===== src/rtl/rsa_pkg.sv =====
// Shared types and constants for the RSA job arbiter and its round-robin grant logic.
package rsa_pkg;

   typedef enum logic [1:0] {StIdle, StLoad, StRun, StResp} rsa_state_e;

   localparam int unsigned OWNER_W     = 2;
   localparam int unsigned TMO_DEFAULT = 1000;

endpackage


===== src/rtl/rr_arbiter.sv =====
// Combinational round-robin picker: first asserted request at or after ptr_i, wrapping.
module rr_arbiter
   import rsa_pkg::*;
#(
   parameter int unsigned N = 2
) (
   input  logic [N-1:0]       req_i,
   input  logic [OWNER_W-1:0] ptr_i,
   output logic [N-1:0]       gnt_o,
   output logic [OWNER_W-1:0] idx_o
);

   logic [2*N-1:0] req_dbl;
   logic [N-1:0]   cand;
   logic           found;

   assign req_dbl = {req_i, req_i};

   always_comb begin
      // Rotate so bit 0 is the requester at ptr_i, then scan upwards.
      cand  = N'(req_dbl >> ptr_i);
      gnt_o = '0;
      idx_o = '0;
      found = 1'b0;
      for (int unsigned off = 0; off < N; off++) begin
         if (!found && cand[0]) begin
            found = 1'b1;
            idx_o = OWNER_W'((32'(ptr_i) + off) % N);
            gnt_o = N'(1) << idx_o;
         end
         cand = cand >> 1;
      end
   end

endmodule


===== src/rtl/rsa_job_arbiter.sv =====
// Shares one rsa_unit between N_REQ requesters: round-robin grant, operand capture,
// held-reset clear, watchdog-bounded run and a valid/ready result return.
module rsa_job_arbiter
   import rsa_pkg::*;
#(
   parameter int unsigned WIDTH = 8,
   parameter int unsigned N_REQ = 2,
   parameter int unsigned TMO_W = 16
) (
   input  logic                   clk,
   input  logic                   rstb,
   input  logic                   ena,
   input  logic [N_REQ-1:0]       req_valid,
   output logic [N_REQ-1:0]       req_ready,
   input  logic [N_REQ*WIDTH-1:0] req_p,
   input  logic [N_REQ*WIDTH-1:0] req_e,
   input  logic [N_REQ*WIDTH-1:0] req_m,
   input  logic [N_REQ*WIDTH-1:0] req_const,
   input  logic [N_REQ-1:0]       abort,
   output logic [N_REQ-1:0]       rsp_valid,
   input  logic [N_REQ-1:0]       rsp_ready,
   output logic [WIDTH-1:0]       rsp_c,
   output logic                   rsp_err,
   input  logic [TMO_W-1:0]       timeout_cfg,
   output logic                   busy,
   output logic [OWNER_W-1:0]     owner,
   output logic                   irq,
   output logic                   en_rsa,
   output logic                   rst_rsa,
   output logic [WIDTH-1:0]       rsa_p,
   output logic [WIDTH-1:0]       rsa_e,
   output logic [WIDTH-1:0]       rsa_m,
   output logic [WIDTH-1:0]       rsa_const,
   input  logic                   rsa_eoc,
   input  logic [WIDTH-1:0]       rsa_c
);

   rsa_state_e         state_q;
   logic [OWNER_W-1:0] rr_ptr_q, owner_q;
   logic [N_REQ-1:0]   owner_oh_q;
   logic [TMO_W-1:0]   cnt_q;
   logic [WIDTH-1:0]   rsa_p_q, rsa_e_q, rsa_m_q, rsa_const_q, rsp_c_q;
   logic               rsp_err_q, irq_q;

   logic [N_REQ-1:0]   gnt;
   logic [OWNER_W-1:0] gnt_idx;
   logic               grant_en, take, own_abort, own_ready, tmo_hit;

   rr_arbiter #(
      .N (N_REQ)
   ) u_rr_arbiter (
      .req_i (req_valid),
      .ptr_i (rr_ptr_q),
      .gnt_o (gnt),
      .idx_o (gnt_idx)
   );

   assign grant_en  = rstb && ena && (state_q == StIdle);
   assign req_ready = grant_en ? gnt : '0;
   assign take      = grant_en && (|req_valid);
   assign own_abort = |(abort & owner_oh_q);
   assign own_ready = |(rsp_ready & owner_oh_q);
   assign tmo_hit   = ena && (timeout_cfg != '0) && (cnt_q == timeout_cfg - TMO_W'(1));

   always_ff @(posedge clk) begin
      if (!rstb) begin
         state_q     <= StIdle;
         rr_ptr_q    <= '0;
         owner_q     <= '0;
         owner_oh_q  <= '0;
         cnt_q       <= '0;
         rsa_p_q     <= '0;
         rsa_e_q     <= '0;
         rsa_m_q     <= '0;
         rsa_const_q <= '0;
         rsp_c_q     <= '0;
         rsp_err_q   <= 1'b0;
         irq_q       <= 1'b0;
      end else begin
         irq_q <= 1'b0;
         unique case (state_q)
            StIdle: begin
               if (take) begin
                  rsa_p_q     <= WIDTH'(req_p >> (gnt_idx * WIDTH));
                  rsa_e_q     <= WIDTH'(req_e >> (gnt_idx * WIDTH));
                  rsa_m_q     <= WIDTH'(req_m >> (gnt_idx * WIDTH));
                  rsa_const_q <= WIDTH'(req_const >> (gnt_idx * WIDTH));
                  owner_q     <= gnt_idx;
                  owner_oh_q  <= gnt;
                  rr_ptr_q    <= (gnt_idx == OWNER_W'(N_REQ - 1)) ? '0 : gnt_idx + OWNER_W'(1);
                  state_q     <= StLoad;
               end
            end
            StLoad: begin
               cnt_q   <= '0;
               state_q <= StRun;
            end
            StRun: begin
               // Abort beats eoc, eoc beats the watchdog.
               if (own_abort) begin
                  state_q <= StIdle;
               end else if (rsa_eoc) begin
                  rsp_c_q   <= rsa_c;
                  rsp_err_q <= 1'b0;
                  irq_q     <= 1'b1;
                  state_q   <= StResp;
               end else if (tmo_hit) begin
                  rsp_c_q   <= '0;
                  rsp_err_q <= 1'b1;
                  irq_q     <= 1'b1;
                  state_q   <= StResp;
               end else if (ena) begin
                  cnt_q <= cnt_q + TMO_W'(1);
               end
            end
            StResp: begin
               if (own_ready) begin
                  state_q <= StIdle;
               end
            end
            default: state_q <= StIdle;
         endcase
      end
   end

   assign busy      = (state_q != StIdle);
   assign en_rsa    = (state_q == StRun) && ena;
   assign rst_rsa   = (state_q == StRun) || (state_q == StResp);
   assign rsp_valid = (state_q == StResp) ? owner_oh_q : '0;
   assign rsp_c     = rsp_c_q;
   assign rsp_err   = rsp_err_q;
   assign owner     = owner_q;
   assign irq       = irq_q;
   assign rsa_p     = rsa_p_q;
   assign rsa_e     = rsa_e_q;
   assign rsa_m     = rsa_m_q;
   assign rsa_const = rsa_const_q;

endmodule


===== config.mk =====
export PLATFORM = sky130hd
export DESIGN_NAME = rsa_job_arbiter
export DESIGN_NICKNAME = d
export VERILOG_FILES = /design/src/rtl/rsa_pkg.sv /design/src/rtl/rr_arbiter.sv /design/src/rtl/rsa_job_arbiter.sv
export SDC_FILE = /design/constraint.sdc
export NUM_CORES = 1
export LEC_CHECK = 0
export CAP_MARGIN = 20
export CORE_ASPECT_RATIO = 1.25
export CORE_MARGIN = 4
export CORE_UTILIZATION = 35
export DETAILED_ROUTE_END_ITERATION = 8
export MAX_ROUTING_LAYER = met4
export PLACE_DENSITY = 0.72
export SETUP_SLACK_MARGIN = 0.15
export SLEW_MARGIN = 20
export SYNTH_ARGS = -nofsm -noshare
export SYNTH_HDL_FRONTEND = slang
export SYNTH_SLANG_ARGS = --single-unit

===== constraint.sdc =====
create_clock -name clk -period 4.2 [get_ports clk]
set_clock_uncertainty 0.2 [all_clocks]
set_input_delay 0.84 -clock clk [delete_from_list [all_inputs] [get_ports clk]]
set_output_delay 0.84 -clock clk [all_outputs]
set_load 0.01 [all_outputs]

==> summary.txt, run 1 <==
Job
  – Max-Cap Viols: 0

Place
  – Gpl congestion: 0.866
  – Placement Setup Slack: -0.0895 ns
  – Post-DP HPWL: ~9 mm
  – IO Port Bufs: 147
  – Cell area after placement: 5270 um2
  – Dpl cells: 677

Worst hold path
  – Worst min-delay path startpoint: rsp_c[3]$_SDFFE_PN0P_
  – Hold path depth: 1
  – Worst hold path class: register to register
  – Hold path endpoint: rsp_c[3]$_SDFFE_PN0P_

Clock tree
  – Worst skew pair latency: roughly 0.33 ns
  – H-tree levels: 3
  – Clock Tree Buf Depth: 2
  – Clk slew on worst S/H paths: approximately 0.050 ns
  – Total setup buffers inserted after CTS: 0
  – Root Buffer: clkbuf_16
  – Cts bufs inserted: 9
  – CTS Sinks: 63
  – CTS tree: yes

Yosys
  – Post-Syn Nets: 500
  – Sequential area share after synthesis: between 30% and 40%
  – Post-synthesis area per instance: roughly 8.8 um2
  – Cells after synthesis: ~400
  – Post-synth ARST share: 0%
  – Syn Std Cell Area: roughly 3500 um2
  – Synth cell types: 65
  – Yosys reg bits: 63
  – EDFF count, synth: 0
  – Syn. warnings: 0
  – Most used flip-flop cell after synthesis: dfxtp_1

Timing
  – Unrepaired setup endpoints after global routing: no
  – Measured slew at the worst slew-check pin: about 0.81 ns
  – Setup TNS Final: 0 ns
  – Hold WS: between 0.2 and 0.3 ns
  – Final hold violations: 0
  – Part of the cycle the worst path needs: 92.4%
  – Fin crit period: roughly 3.9 ns
  – Final setup fails: 0
  – Rel. slew slack: 45.6%
  – Max-slew violation count: 0
  – Worst setup margin: roughly 0.32 ns
  – Max Freq: roughly 260 MHz

Power
  – Gate power share: about 20%
  – Pleak: between 2 and 2.5 nW
  – Maximum vdd drop: 235 uV
  – Clock share of power: between 40% and 50%
  – Switching fraction of total power: 24.3%
  – Total power: 1.81 mW
  – Power Density: 323 nW/um2
  – Internal Power: between 1 and 1.5 mW
  – Reg power frac: 36.1%
  – Sw Pwr: 0.440 mW

Setup path
  – Worst path max stage delay: 0.58 ns
  – Startpoint Class: primary input
  – Worst-path cell chain: clkdlybuf4s50_1 -> or4_4 -> nor4_2 -> a2111oi_0 -> nor4_1 -> and4b_1 -> a41o_1 -> a21boi_1 -> mux2_1
  – R2r setup slk: roughly 1.2 ns
  – R2r endpoint: rsp_c[4]$_SDFFE_PN0P_
  – Worst EP required: between 4 and 5 ns
  – CP endpoint kind: register
  – WS Path Type: primary input to register
  – CP arrival: just under 4 ns
  – Cell depth of the worst flop-to-flop path: 8
  – Critical-path cell with the highest stage delay: or4_4
  – Reg2reg start: cnt_q[15]$_SDFFE_PN0P_
  – Crit path max fanout: 5

GRT
  – Number of global-route vias before repair: ~3700
  – Global-route usage over all layers: about a fifth
  – Global-route wire length before repair: ~18 mm
  – Initial antenna violation count: 0
  – Largest net degree at the start of global routing: between 50 and 60
  – Grt ovf: 0

Detailed routing
  – DR vias/cell: about 5.3
  – Routed WL: 11.3 mm
  – Residual DRC: 0
  – Post-DR wirelength/cell: 16.3 um
  – Vias: 3675
  – Number of routed nets with antenna violations: 0
  – DR pass1 iterations: 4
  – 1st-iter DRT viols: 152

Floorplanning
  – DIE WIDTH: slightly below 100 um
  – Initial Util: between 30% and 40%
  – Core outline area: between 9000 and 10000 um2
  – Die area: approximately 12000 um2
  – Site Rows: 40
  – Die H: about 120 um
  – Io pins: roughly 150

Status
  – Run status: completed

Cells and area
  – Layout Nets: ~660
  – Final cell count without fillers: 693
  – Cell area after layout: 5600 um2
  – Most frequent cells in the layout: 147 x clkdlybuf4s50_1, 63 x dfxtp_1, 52 x nor2_1
  – Most common cell after layout, fill and taps aside: clkdlybuf4s50_1
  – Final core occ: 57.7%
  – Area grow syn2layout: 59.9%
  – Antenna diode count: 0
  – Share of post-route cells with drive strength above 1: 11.3%
## synthesized netlist by cell type, types with 3 or more instances
library cell,count,area share [%]
or3_1,8,1.4
nand2_1,18,1.9
nand2b_1,3,0.54
nor2_1,53,5.7
buf_4,3,0.64
ha_1,3,1.1
dfxtp_1,63,36
and3_1,12,2.1
or4_1,3,0.64
nor3_1,4,0.57
buf_1,4,0.43
and3b_1,3,0.75
xor2_1,8,2.0
and2_1,3,0.54
nor4_1,6,1.1
o31ai_1,3,0.64
o21ai_1,5,0.71
nand3_1,6,0.86
clkbuf_1,16,1.7
nand3b_1,3,0.64
a211oi_1,29,6.2
o21ai_0,4,0.57
nand4_1,6,1.1
xnor2_1,13,3.3
a32o_1,8,2.3
a222oi_1,6,1.7
a21oi_1,14,2.0
inv_1,12,1.3
mux2i_1,31,8.9
a21boi_1,4,0.86
## cell families (layout without fill, tap and decap cells)
| logic type | count (synthesis) | in the layout | synth area share, % |
|---|---|---|---|
| compound gates | 94 | 94 | 20.8 |
| flops | 63 | 63 | 36.0 |
| mux | 33 | 33 | 9.50 |
| other cells | 1 | 1 | 0.107 |
| buf+inv | 36 | 204 | 4.21 |
| simple gates | 148 | 148 | 23.0 |
| fa+ha+maj | 3 | 3 | 1.07 |
| xor+xnor | 21 | 21 | 5.25 |
## worst max path at each step
stage	end	start	slack [ns]	depth (start not counted)
after floorplan	rsp_c[0]$_SDFFE_PN0P_	timeout_cfg[2]	0.47	9
after global placement	cnt_q[11]$_SDFFE_PN0P_	timeout_cfg[3]	0.002	9
after detailed placement	cnt_q[11]$_SDFFE_PN0P_	timeout_cfg[3]	-0.09	9
after CTS	req_ready[0]	rstb	0.24	6
after global routing	cnt_q[11]$_SDFFE_PN0P_	timeout_cfg[0]	0.23	9
final	cnt_q[11]$_SDFFE_PN0P_	timeout_cfg[3]	0.32	9
## cell type report
type	count	area, um2
fillers	867	4110
multi-input cells	300	2130
repair buffers	176	1690
flip-flops and latches	63	1260
clock buffers	10	239
well taps	126	158
clock inverters	6	83.8
inverters	12	45.0
## layer usage
metal | up-vias | track usage (%) | part of all wire (%)
li1 | 1823 | - | -
met1 | 1678 | 21.1 | 40
met2 | 156 | 33.1 | 50
met3 | 18 | 6.80 | 8.6
met4 | 0 | 7.45 | 2.0
met5 | - | - | 0
## sequential cells by signal, summed over array words and instances (netlist names)
name and flops:
cnt_q 16, irq 1, owner_oh_q 2, rr_ptr_q 1, rsa_const 8, rsa_e 8, rsa_m 8, rsa_p 8
rsp_c 8, rsp_err 1, state_q 2
## critical path: cells and delay by family
kind                   cells  cell delay, ns
muxes                      1            0.33
AOI/OAI and AO/OA          3            0.63
and+or+nand+nor            4            1.67
buffers and inverters      1            0.42
## power by group through the flow
| stage | clock [mW] | combinational [mW] | sequential (mW) |
|---|---|---|---|
| 4_1_cts | 0.810 | 0.367 | 0.653 |
| 5_1_grt | 0.835 | 0.394 | 0.658 |
| 3_3_place_gp | 0 | 0.360 | 0.663 |
| 2_1_floorplan | 0 | 0.139 | 0.673 |
| 6_report | 0.793 | 0.365 | 0.653 |
| 3_5_place_dp | 0 | 0.365 | 0.665 |
## timing repair
item                       in CTS  in global routing
setup endpoints to repair       0                  4
hold buffers                    0                  0
resized for setup               0                  2
Note: power is estimated with default switching activity, not from simulation.
==> inputs of run 2 (changes only) <==
- GPL_ROUTABILITY_DRIVEN: unset -> 0
==> run 2 against run 1 <==
  * Hold slack got worse by 0.00085 ns
  * Global-route usage shrank 0.21 points
  * Die area stayed put
  * Utilization is essentially flat
  * Total power increased by 3.5%
  * Clock-buffer cell count is 1 higher
  * Critical path depth rose by 1
  * Combinational power about the same
  * First-iteration DRC count rose by 41%
  * Wire length decreased by 2.3%
  * Register-to-register slack got worse by 0.13 ns
==> summary.txt, run 2 (synthesis results as in run 1) <==
Status
  – Run status: completed

GRT
  – Largest net degree at the start of global routing: 53 (unchanged)
  – Grt ovf: 0 (unchanged)
  – Initial antenna violation count: 0 (unchanged)
  – Global-route wire length before repair: 17.9 mm (about the same)
  – Number of global-route vias before repair: 3688 (-0.65%)
  – Global-route usage over all layers: 19.3% (-0.21 points)

Setup path
  – Crit path max fanout: 9 (+4)
  – CP endpoint kind: register
  – Worst path max stage delay: 0.58 ns (about the same)
  – CP arrival: 4.02 ns (+0.12 ns)
  – WS Path Type: primary input to register
  – Worst-path cell chain: clkdlybuf4s50_1 -> or4_4 -> or4_4 -> a2111oi_2 -> nor4_1 -> buf_4 -> or4b_4 -> nor2_4 -> o21ai_2 -> a32o_1
  – Most common cell on crit path: or4_4
  – Startpoint Class: primary input
  – Worst EP required: 4.22 ns (about the same)
  – Critical-path cell with the highest stage delay: or4_4

Place
  – Post-DP HPWL: 8.70 mm (-2.6%)
  – Dpl cells: 673 (-0.59%)
  – IO Port Bufs: 147 (unchanged)

Floorplanning
  – DIE WIDTH: 97.5 um (unchanged)
  – Site Rows: 40 (unchanged)
  – Die area: 11700 um2 (unchanged)
  – Core outline area: 9710 um2 (unchanged)
  – Die H: 120 um (unchanged)
  – Initial Util: 36.1% (unchanged)
  – Io pins: 149 (unchanged)

Cells and area
  – Final cell count without fillers: 690 (-0.43%)
  – Fill cells: 886 (+2.2%)
  – Layout Nets: 660 (-0.45%)
  – Most frequent cells in the layout: 147 x clkdlybuf4s50_1, 63 x dfxtp_1, 52 x nor2_1
  – Final core occ: 57.7% (about the same)
  – Area grow syn2layout: 59.8% (about the same)
  – Number of flip-flops in the largest register: 16 (unchanged)
  – Most common cell after layout, fill and taps aside: clkdlybuf4s50_1
  – Share of post-route cells with drive strength above 1: 10.5% (-0.83 points)
  – Most flops, register: cnt_q
  – Antenna diode count: 0 (unchanged)

Clock tree
  – CTS Hold Buffers Added: 0 (unchanged)
  – Clk slew on worst S/H paths: 0.05 ns (about the same)
  – Cts bufs inserted: 9 (unchanged)
  – Clock Tree Buf Depth: 2 (unchanged)
  – CTS Sinks: 63 (unchanged)
  – Root Buffer: clkbuf_16
  – CTS tree: yes
  – H-tree levels: 3 (unchanged)
  – Worst skew pair latency: 0.33 ns (about the same)

Job
  – Max-Cap Viols: 0 (unchanged)

Timing
  – Setup TNS Final: 0 ns (unchanged)
  – Rel. slew slack: 46.5% (+0.86 points)
  – Fin crit period: 4.00 ns (+0.121 ns)
  – Final setup fails: 0 (unchanged)
  – Max-slew violation count: 0 (unchanged)
  – Final hold violations: 0 (unchanged)
  – Unrepaired setup endpoints after global routing: yes
  – Part of the cycle the worst path needs: 95.3% (+2.9 points)
  – Max Freq: 250 MHz (-3.0%)
  – Measured slew at the worst slew-check pin: 0.797 ns (-0.0129 ns)

Detailed routing
  – DR vias/cell: 5.35 (+0.82%)
  – Routed WL: 11.1 mm (-2.3%)
  – 1st-iter DRT viols: 215 (+41%)
  – Residual DRC: 0 (unchanged)
  – DR pass1 iterations: 4 (unchanged)
  – Vias: 3689 (+0.38%)
  – Post-DR wirelength/cell: 16.0 um (-1.9%)
  – Number of routed nets with antenna violations: 0 (unchanged)

Power
  – Maximum vdd drop: 224 uV (-4.7%)
  – Power Density: 335 nW/um2 (+3.6%)
  – Pleak: 2.13 nW (-0.78%)

Worst hold path
  – Worst hold path class: register to register
==> run 2: changes by cell type in the layout (fill, tap and decap cells not counted), sizes merged <==
| cell | previous run | this run |
|---|---|---|
| buf | 29 | 26 |
| bufinv | 2 | 3 |
| clkbuf | 10 | 11 |
| clkinv | 4 | 0 |
| clkinvlp | 0 | 2 |
==> run 2: timing repair <==
item	CTS	global route
setup buffers	0	1
endpoints found under the hold margin	0	0
setup endpoints to repair	0	4
gates resized for setup	0	1
==> run 2: final cells by class <==
type                    count  area [um2]  share of cell area, %
multi-input cells         300        2120                   37.9
repair buffers            173        1670                   29.8
flip-flops and latches     63        1260                   22.5
clock buffers              11         243                   4.34
well taps                 126         158                   2.82
clock inverters             5         105                   1.88
inverters                  12        45.0                  0.805
==> run 2: report_power, final <==
| part | total, mW | switching, mW | internal, mW |
|---|---|---|---|
| clock | 0.859 | 0.264 | 0.595 |
| sequential | 0.653 | 0.0225 | 0.630 |
| combinational | 0.363 | 0.155 | 0.208 |
| total | 1.87 | 0.442 | 1.43 |
==> run 2: worst paths after layout <==
| path | from | slack (ns) | depth (start not counted) | to |
|---|---|---|---|---|
| max | timeout_cfg[3] | 0.20 | 10 | rsp_c[3]$_SDFFE_PN0P_ |
| min | rsa_e[4]$_SDFFE_PN0P_ | 0.30 | 2 | rsa_e[4]$_SDFFE_PN0P_ |
| max reg2reg | cnt_q[15]$_SDFFE_PN0P_ | 1.09 | 9 | rsp_c[3]$_SDFFE_PN0P_ |
| min reg2reg | rsa_e[4]$_SDFFE_PN0P_ | 0.30 | 2 | rsa_e[4]$_SDFFE_PN0P_ |
==> run 2: metrics by stage <==
step                setup slack, ns  instance area, um2  hold WS, ns  power [mW]
finish                        0.197                5600        0.296        1.87
detailed placement          -0.0566                5240        0.293        1.03
global route                 0.0359                5600        0.319        1.95
global placement             0.0161                5240        0.281        1.02
floorplan                     0.469                3500        0.256       0.812
CTS                           0.183                5580        0.301        1.89
==> run 2: critical path: cells and delay by family <==
kind | cells | cell delay, ns
AO/OA/AOI/OAI | 3 | 0.67
AND/OR/NAND/NOR | 5 | 1.89
buffers and inverters | 2 | 0.60
==> run 2: metal layers <==
metal | share of wire (%) | global-route usage, %
met1 | 39 | 21.0
met2 | 50 | 32.8
met3 | 9.0 | 7.09
met4 | 1.6 | 6.41
met5 | 0 | -
